<file path="config.mk">
export PLATFORM = sky130hd
export DESIGN_NAME = uc_sequencer
export DESIGN_NICKNAME = d
export VERILOG_FILES = /design/src/rtl/uc_sequencer.sv
export SDC_FILE = /design/constraint.sdc
export NUM_CORES = 1
export LEC_CHECK = 0
export ABC_AREA = 1
export CAP_MARGIN = 20
export CORE_MARGIN = 8
export CORE_UTILIZATION = 50
export CTS_CLUSTER_SIZE = 24
export DETAILED_ROUTE_END_ITERATION = 8
export MAX_ROUTING_LAYER = met4
export PLACE_DENSITY = 0.84
export RECOVER_POWER = 100
export SYNTH_ARGS = -nofsm -noshare
export SYNTH_HDL_FRONTEND = slang
export SYNTH_SLANG_ARGS = --single-unit
</file>
<file path="constraint.sdc">
create_clock -name clk -period 4.1 [get_ports clk]
set_input_delay 0.82 -clock clk [delete_from_list [all_inputs] [get_ports clk]]
set_output_delay 0.82 -clock clk [all_outputs]
set_load 0.01 [all_outputs]
</file>
<file path="src/rtl/uc_sequencer.sv">
// -----------------------------------------------------------------------------
// uc_sequencer
// Control unit for the single-cycle microcontroller datapath. Decodes the
// 6-bit opcode and the registered zero flag into the datapath control word.
// Execution runs under a run/stop/single-step/halt state machine. A saturating
// counter tracks retired instructions.
//
// Ports:
//   clk     in   system clock
//   reset   in   synchronous, active-high reset
//   opcode  in   instruc[15:10] from the datapath
//   z_flag  in   registered zero flag from the datapath
//   start   in   begin or resume free-running execution
//   stop    in   return to IDLE after the current instruction
//   step    in   execute exactly one instruction from IDLE
//   s_inc   out  PC mux select (1 = PC+1, 0 = jump target)
//   s_inm   out  regfile write-data select (1 = immediate, 0 = ALU)
//   we3     out  regfile write enable
//   wez     out  zero-flag load enable
//   Op      out  ALU operation select
//   pc_en   out  PC register load enable
//   halted  out  high while in HALTED (registered)
//   illegal out  sticky flag, set when an undefined opcode executes
//   icount  out  retired-instruction count, saturating
// -----------------------------------------------------------------------------
module uc_sequencer #(
  parameter int CNT_W = 16
) (
  input  logic             clk,
  input  logic             reset,
  input  logic [5:0]       opcode,
  input  logic             z_flag,
  input  logic             start,
  input  logic             stop,
  input  logic             step,
  output logic             s_inc,
  output logic             s_inm,
  output logic             we3,
  output logic             wez,
  output logic [2:0]       Op,
  output logic             pc_en,
  output logic             halted,
  output logic             illegal,
  output logic [CNT_W-1:0] icount
);

  typedef enum logic [2:0] {
    IDLE   = 3'd0,
    RUN    = 3'd1,
    STEP   = 3'd2,
    HALTED = 3'd3,
    RESUME = 3'd4
  } state_t;

  state_t state;

  logic exec_s;
  logic is_halt_s;
  logic is_illegal_s;

  assign exec_s    = (state == RUN) || (state == STEP);
  assign is_halt_s = (opcode == 6'b000111);
  // Opcodes 000100..001111, except HALT, have no defined meaning.
  assign is_illegal_s = (opcode[5:4] == 2'b00) && (opcode[3:0] > 4'd3) && !is_halt_s;

  // Control word decode from state, opcode and zero flag.
  always_comb begin
    s_inc = 1'b1;
    s_inm = 1'b0;
    we3   = 1'b0;
    wez   = 1'b0;
    Op    = 3'b000;
    pc_en = 1'b0;
    if (state == RESUME) begin
      // Step past the HALT word without touching any register.
      pc_en = 1'b1;
    end else if (exec_s) begin
      if (opcode[5]) begin
        Op    = opcode[4:2];
        we3   = 1'b1;
        wez   = 1'b1;
        pc_en = 1'b1;
      end else if (opcode[4]) begin
        s_inm = 1'b1;
        we3   = 1'b1;
        pc_en = 1'b1;
      end else begin
        case (opcode[3:0])
          4'd1:    begin s_inc = 1'b0;    pc_en = 1'b1; end
          4'd2:    begin s_inc = ~z_flag; pc_en = 1'b1; end
          4'd3:    begin s_inc = z_flag;  pc_en = 1'b1; end
          4'd7:    begin pc_en = 1'b0; end
          default: begin pc_en = 1'b1; end
        endcase
      end
    end else begin
      pc_en = 1'b0;
    end
  end

  // Sequencer state, halted flag, sticky illegal flag and retired counter.
  always_ff @(posedge clk) begin
    if (reset) begin
      state   <= IDLE;
      halted  <= 1'b0;
      illegal <= 1'b0;
      icount  <= '0;
    end else begin
      if (exec_s && !is_halt_s && (icount != {CNT_W{1'b1}})) begin
        icount <= icount + CNT_W'(1);
      end
      if (exec_s && is_illegal_s) begin
        illegal <= 1'b1;
      end
      case (state)
        IDLE: begin
          if (start) begin
            state <= RUN;
          end else if (step) begin
            state <= STEP;
          end
          halted <= 1'b0;
        end
        RUN: begin
          // HALT wins over stop; a stopped instruction still executes.
          if (is_halt_s) begin
            state  <= HALTED;
            halted <= 1'b1;
          end else if (stop) begin
            state  <= IDLE;
            halted <= 1'b0;
          end else begin
            halted <= 1'b0;
          end
        end
        STEP: begin
          if (is_halt_s) begin
            state  <= HALTED;
            halted <= 1'b1;
          end else begin
            state  <= IDLE;
            halted <= 1'b0;
          end
        end
        HALTED: begin
          if (start) begin
            state  <= RESUME;
            halted <= 1'b0;
          end else begin
            halted <= 1'b1;
          end
        end
        RESUME: begin
          state  <= stop ? IDLE : RUN;
          halted <= 1'b0;
        end
        default: begin
          state  <= IDLE;
          halted <= 1'b0;
        end
      endcase
    end
  end

endmodule

</file>
== After elaboration in Yosys (flattened, before gate mapping) ==
Cells that the tools add are included.
Storage, ports and cells
  input bits: 12
  register bits after elaboration: 21
Cells by class
  multiplexer cells: 34
  bitwise gates (word level): 1
  add/sub/neg operators: 1
  reductions and logical operators: 11
  $lt $le $gt $ge: 1
  equality and inequality tests: 13
Operator list (number)
  $mux W3: 8
  $mux W1: 22
  $add A16 B1 Y16 const B: 1
  $ne A16 B16 Y1 const B: 1
  $pmux W3 S5: 1
  $eq A4 B2 Y1 const B: 2
  $eq A3 B2 Y1 const B: 2
  $eq A6 B3 Y1 const B: 1
  $ne A3 B3 Y1 const B: 2
  $logic_and A1 B1 Y1: 5
  $eq A4 B1 Y1 const B: 1
  $eq A4 B3 Y1 const B: 1
  $gt A4 B2 Y1 const B: 1
  $eq A3 B1 Y1 const B: 1
  $eq A3 B3 Y1 const B: 1
  $logic_not A3 Y1: 1
  $pmux W1 S3: 1
  $reduce_and A3 Y1: 1
  $logic_not A2 Y1: 1
  $mux W2: 1
  $ne A2 B2 Y1 const B: 1
  $pmux W1 S2: 1
  $reduce_or A2 Y1: 1
  $logic_not A1 Y1: 1
  other kinds (2): 2

== Depth between registers and ports, before layout ==
Gate-level depths: netlist of run 1.
  depth in word-level cells: 6
  gate-level depth with buffers: 10

== Worst setup path before layout of run 1 ==
Ideal clock, no wire load.
  path kind: in2out
  start: input port opcode[5]
  end: output port pc_en
  arrival time: 1.369 ns
  slack: 1.911 ns
  cell stages on the path: 4
  buffers on the path: 0
  path through: nor2_1 -> nand3_2 -> nand2_2 -> o21ai_0
On the way
  word-level cells in the longest chain between the ends: 3
Ends and longest elaborated chain
  start, declared: line 31  | input logic [5:0] opcode,
  $mux W1: line 78  | if (opcode[5]) begin
  $mux W1: line 77  | end else if (exec_s) begin
  $mux W1: line 74  | if (state == RESUME) begin
  end, declared: line 41  | output logic pc_en,
No other way between the ends.

== Final worst setup path of run 1 ==
Same ends and word-level chain as after synthesis.

==> results of run 1 <==
[critical path: stages]
cell           delay [ns]
dlygate4sd3_1        0.60
nor2_1               0.19
nand3_1              0.16
nand2_1              0.17
o21ai_0              0.09
dlygate4sd3_1        0.61
[state kept, by name (all words and copies together) (netlist names)]
signal   cells
halted       1
state        3
illegal      1
icount      16
[logic make-up after synthesis]
kind of cell	count (synthesis)
AO/OA/AOI/OAI	20
XOR/XNOR	1
adder cells (fa/ha/maj)	1
buffers and inverters	29
flip-flops	21
AND/OR/NAND/NOR	130
[cells in the mapped netlist, types with 2 or more instances]
master / n
nand2_1: 48
inv_1: 25
nand3b_1: 2
nand2_2: 3
o21ai_0: 2
buf_6: 2
dfxtp_1: 21
nor3_1: 5
a21oi_1: 14
nand4_1: 2
nand3_1: 21
nor2_4: 4
nor2_1: 41
[power breakdown]
part | leakage, nW | total (W) | internal (W) | switching (W)
registers | 0.170 | 0.000220 | 0.000213 | 0.00000755
logic | 0.605 | 0.000127 | 0.0000519 | 0.0000747
clock network | 0.0177 | 0.000106 | 0.0000366 | 0.0000690
total | 0.793 | 0.000452 | 0.000301 | 0.000151
[area by class of cell]
class | instances | share of cell area [%]
Tap cell | 30 | 2.271
Sequential cell | 21 | 25.44
Timing Repair Buffer | 37 | 22.41
Multi-Input combinational cell | 152 | 42.32
Clock inverter | 1 | 0.3028
Inverter | 26 | 5.905
Clock buffer | 3 | 1.363
[worst max-delay path by stage]
stage | cells after the start | startpoint | end
2_1_floorplan | 4 | opcode[5] | pc_en
3_3_place_gp | 6 | opcode[5] | pc_en
5_1_grt | 6 | opcode[5] | pc_en
4_1_cts | 6 | opcode[5] | pc_en
6_report | 6 | opcode[5] | pc_en
3_5_place_dp | 6 | opcode[5] | pc_en
[layout by cell type, fill, tap and decap left out, types with 2 or more instances in the layout]
| cell | n |
|---|---|
| nand2_1 | 49 |
| nor2_1 | 42 |
| dlygate4sd3_1 | 27 |
| inv_1 | 25 |
| nand3_1 | 22 |
| dfxtp_1 | 21 |
| a21oi_1 | 14 |
| clkdlybuf4s50_1 | 10 |
| nor3_1 | 5 |
| nor2_4 | 3 |
| clkbuf_4 | 3 |
| nand2_2 | 2 |
| o21ai_0 | 2 |
| nand4_1 | 2 |
| nand3b_1 | 2 |
[layer usage]
| metal | routed length [um] | vias up | GRT usage (%) | part of all wire, % |
|---|---|---|---|---|
| met5 | 0 | - | - | 0 |
| met1 | 1382 | 602 | 16.83 | 46 |
| met2 | 1452 | 29 | 24.37 | 48 |
| li1 | - | 716 | - | - |
| met4 | 30 | 0 | 5.600 | 0.99 |
| met3 | 153 | 4 | 3.729 | 5.1 |
[stage by stage]
| step | setup WS [ns] | power (W) | std cells | utilization (%) | instance area (sq um) |
|---|---|---|---|---|---|
| 6_report | 0.6487 | 0.0004524 | 270 | 67.95 | 1653 |
| 3_5_place_dp | 0.9000 | 0.0003615 | 266 | 67.44 | 1640 |
| 2_1_floorplan | 1.911 | 0.0003140 | 202 | - | 1259 |
| 3_3_place_gp | 0.9433 | 0.0003599 | 266 | 67.44 | 1640 |
| 5_1_grt | 0.5020 | 0.0004838 | 270 | 67.95 | 1653 |
| 4_1_cts | 0.9020 | 0.0004674 | 270 | 68.57 | 1668 |
==> flow_summary.json, run 1 <==
{
  "ys_seq_area_share_pct": 33.40,
  "clock-root-buffer": "clkbuf_4",
  "grt_pass1_vias": 1183,
  "syn_area_per_cell_sq_um": 6.231,
  "die_h_um": 66.18,
  "synth_cell_types": 25,
  "r2r_slack_ns": 1.69,
  "rsz0062_at_grt": "no",
  "fp.dieArea_sq_mm": 0.004379,
  "n_antenna_cell": 0,
  "core_sq_mm": 0.002432,
  "cts_max_level": 1,
  "ios": 38,
  "synth-edff-count": 0,
  "crit_path_start_kind": "primary input",
  "hold_slack_ns": 0.4800,
  "grt_remaining_overflow": 0,
  "numPortBuffers": 37,
  "hold_end": "illegal",
  "drt_first_iter_violations": 141,
  "drive_above_1_share_pct": 4.583,
  "power.leakage_nw": 0.7926,
  "antenna_found_initial": 0,
  "clkSinkCount": 21,
  "synth.largest_area_cell": "dfxtp_1",
  "crit_type": "primary input to output pin",
  "multi_input_area_sq_um": 699.4,
  "final-setup-viol-count": 0,
  "drc": 0,
  "async_flop_share_pct": 0,
  "fmax_ghz": 0.2897,
  "worstPathArrival_ns": 2.63,
  "tns_ns": 0,
  "first_pass_iters": 4,
  "ys_ff_latch": 21,
  "p_per_area_mw_per_mm2": 273.7,
  "gr-usage-all-layers_pct": 14.81,
  "hold_depth": 1,
  "path_clk_slew_ns": 0.12,
  "status": "finished, final reports clean",
  "fin_nets": 254,
  "fill_cells": 230,
  "synth-adder-area-share_pct": 0.9940,
  "tightest_slew_ns": 1.425,
  "synth-main-ff-cell": "dfxtp_1",
  "slew_viol_final": 0,
  "clockBufferDepth": 2,
  "reg2regPathDepth": 9,
  "cts_inserted_buffers": 3,
  "regArea_sq_um": 420.4,
  "yosys_warnings": 0,
  "synth_top_family_by_area": "simple AND/OR/NAND/NOR gates",
  "final_antenna_net_count": 0,
  "vias": 1351,
  "worstReg2RegStart": "icount[0]",
  "cp.required_ns": 3.28,
  "yosys.area.top_type_share_pct": 33.40,
  "min_from": "illegal",
  "period_share_pct": 84.18,
  "avgViaCountPerCell": 5.004,
  "chipWidth_um": 66.18,
  "relSlewSlack_pct": 4.657,
  "syn_inst": 202,
  "finalCriticalPeriod_ns": 3.451,
  "end_kind": "output pin",
  "cap_violations": 0,
  "finalWirelength_mm": 3.019,
  "cts_resized": 0,
  "placement_rows": 18,
  "area_growth_pct": 31.31,
  "r2r-end": "icount[6]",
  "grt_pass1_wl_mm": 5.030,
  "cts_tree": "yes",
  "clk_latency_ns": 0.32,
  "wl_per_cell_um": 11.18,
  "post-cts-setup-buffers": 0,
  "synth_compound_area_share_pct": 8.549,
  "path_max_fanout": 5,
  "ir_drop_uv": 291.0,
  "hold_path_class": "register to register",
  "synthMuxAreaShare_pct": 0,
  "syn_area_sq_mm": 0.001259,
  "synth_nets": 215,
  "skew_ns": 0.002613,
  "cts_hold_buf": 0,
  "routabilityCongestion": 0.8486,
  "synthSimpleGateAreaFrac_pct": 46.52,
  "synthTopCellsByArea": "dfxtp_1 33%, nand2_1 14%, nor2_1 12%",
  "hold_viol_final": 0,
  "grt_max_degree": 26,
  "synth_xor_area_share_pct": 0.6958,
  "initial_utilization_pct": 51.75,
  "dp_hpwl_mm": 2.360
}
(Power assumes the default switching activity.)
==> run 2: changes to the inputs <==
Settings changed: CORE_UTILIZATION 50 to 46, PLACE_DENSITY 0.84 to 0.79.
Clock period 4.1 ns to 3.6 ns, I/O delays scaled along.
==> flow_summary.json, run 2 (same netlist as run 1, synthesis figures left out) <==
{
  "status": "finished, final reports clean",
  "ir_drop_uv": 273.9,
  "drive_above_1_share_pct": 5.000,
  "clkSinkCount": 21,
  "hold_path_class": "register to register",
  "drc": 0,
  "gr-usage-met1_pct": 16.07,
  "worstReg2RegStart": "icount[0]",
  "final_antenna_net_count": 0,
  "clockBufferDepth": 2,
  "end_kind": "output pin",
  "path_max_fanout": 5,
  "tns_ns": 0,
  "initial_utilization_pct": 46.86,
  "cts_inserted_buffers": 3,
  "relSlewSlack_pct": 7.025,
  "dp_hpwl_mm": 2.313,
  "post-cts-setup-buffers": 0,
  "cap_violations": 0,
  "core_sq_mm": 0.002686,
  "die_h_um": 68.31,
  "finalCriticalPeriod_ns": 3.223,
  "final_common_cell": "nand2_1",
  "skew_ns": 0.002720,
  "stdcell_area_sq_mm": 0.001659,
  "rsz0062_at_grt": "no",
  "area_growth_pct": 31.81,
  "chipWidth_um": 68.31,
  "cts_tree": "yes",
  "antenna_found_initial": 0,
  "crit_type": "primary input to output pin",
  "use_met3_pct": 4.419,
  "place_ws_ns": 0.6108,
  "finalWirelength_mm": 2.907,
  "slew_viol_final": 0,
  "path_clk_slew_ns": 0.12,
  "grt_pass1_vias": 1186,
  "n_antenna_cell": 0,
  "startpoint": "opcode[5]",
  "grt_pass1_wl_mm": 5.009,
  "clock-root-buffer": "clkbuf_4",
  "cts_max_level": 1,
  "placement_rows": 19,
  "grt_util_met2_pct": 23.56,
  "reg_top3": "icount x16, state x3",
  "numPortBuffers": 37,
  "cts_hold_buf": 0,
  "grt_remaining_overflow": 0,
  "ios": 38,
  "fin_nets": 254,
  "power.leakage_nw": 0.7928,
  "busiest_layer": "met2",
  "hold_viol_final": 0,
  "grt_max_degree": 26,
  "setup_slack_ns": 0.3768,
  "fmax_ghz": 0.3103,
  "gr-usage-all-layers_pct": 14.18,
  "avgViaCountPerCell": 4.930,
  "period_share_pct": 89.53,
  "vias": 1336,
  "routabilityCongestion": 0.7607,
  "largest_reg_flops": 16,
  "hold_slack_ns": 0.4751,
  "cts_resized": 0,
  "tightest_slew_ns": 1.389,
  "top_register": "icount",
  "layout_common_cells": "49 x nand2_1, 42 x nor2_1, 27 x dlygate4sd3_1, 25 x inv_1",
  "placed_area_sq_mm": 0.001642,
  "wl_per_cell_um": 10.73,
  "fp.dieArea_sq_mm": 0.004666,
  "crit_path_start_kind": "primary input",
  "cp.required_ns": 2.88,
  "first_pass_iters": 4,
  "min_from": "illegal",
  "worstPathArrival_ns": 2.50,
  "clk_latency_ns": 0.31,
  "drt_first_iter_violations": 96,
  "p_per_area_mw_per_mm2": 308.2,
  "final-setup-viol-count": 0
}
run 2: cell count changes in the layout (fill, tap and decap cells not counted):
cell / previous run / this run
nand3_1: 22 / 21
nand3_2: 0 / 1
run 2: cell type report:
type | count | area (sq um)
Clock buffer | 3 | 22.52
Timing Repair Buffer | 37 | 370.4
Inverter | 26 | 97.59
Clock inverter | 1 | 5.005
Multi-Input combinational cell | 152 | 704.4
Fill cell | 265 | 1027
Tap cell | 31 | 38.79
Sequential cell | 21 | 420.4
run 2: metal layers:
metal / vias up / wire [um]
li1: 716 / -
met1: 600 / 1391
met2: 18 / 1402
met3: 2 / 102
met4: 0 / 10
met5: - / 0
run 2: worst max-delay path: stages:
cell,delay [ns]
dlygate4sd3_1,0.60
nor2_1,0.21
nand3_2,0.12
nand2_1,0.15
o21ai_0,0.10
dlygate4sd3_1,0.61
run 2: worst paths after layout:
check                                  to  slack (ns)  depth (start not counted)
worst min register to register    illegal        0.48                          1
worst max register to register  icount[4]        1.20                          9
worst min-delay path              illegal        0.48                          1
worst max-delay path                pc_en        0.38                          6
run 2: report_power, final:
part           switching (W)  internal (W)
clock              0.0000745     0.0000415
sequential        0.00000846      0.000242
combinational      0.0000854     0.0000592
total               0.000168      0.000343
run 2: metrics by stage:
stage	power [W]	std cells	util [%]
2_1_floorplan	0.0003576	202	-
3_3_place_gp	0.0004110	267	61.11
3_5_place_dp	0.0004123	267	61.11
4_1_cts	0.0005296	271	62.13
5_1_grt	0.0005485	271	61.76
6_report	0.0005113	271	61.76
==> run 3: changes to the inputs <==
Settings changed: CTS_CLUSTER_DIAMETER set to 80.
==> results of run 3 <==
Final layout, timing and power as in run 2 (identical DEF).
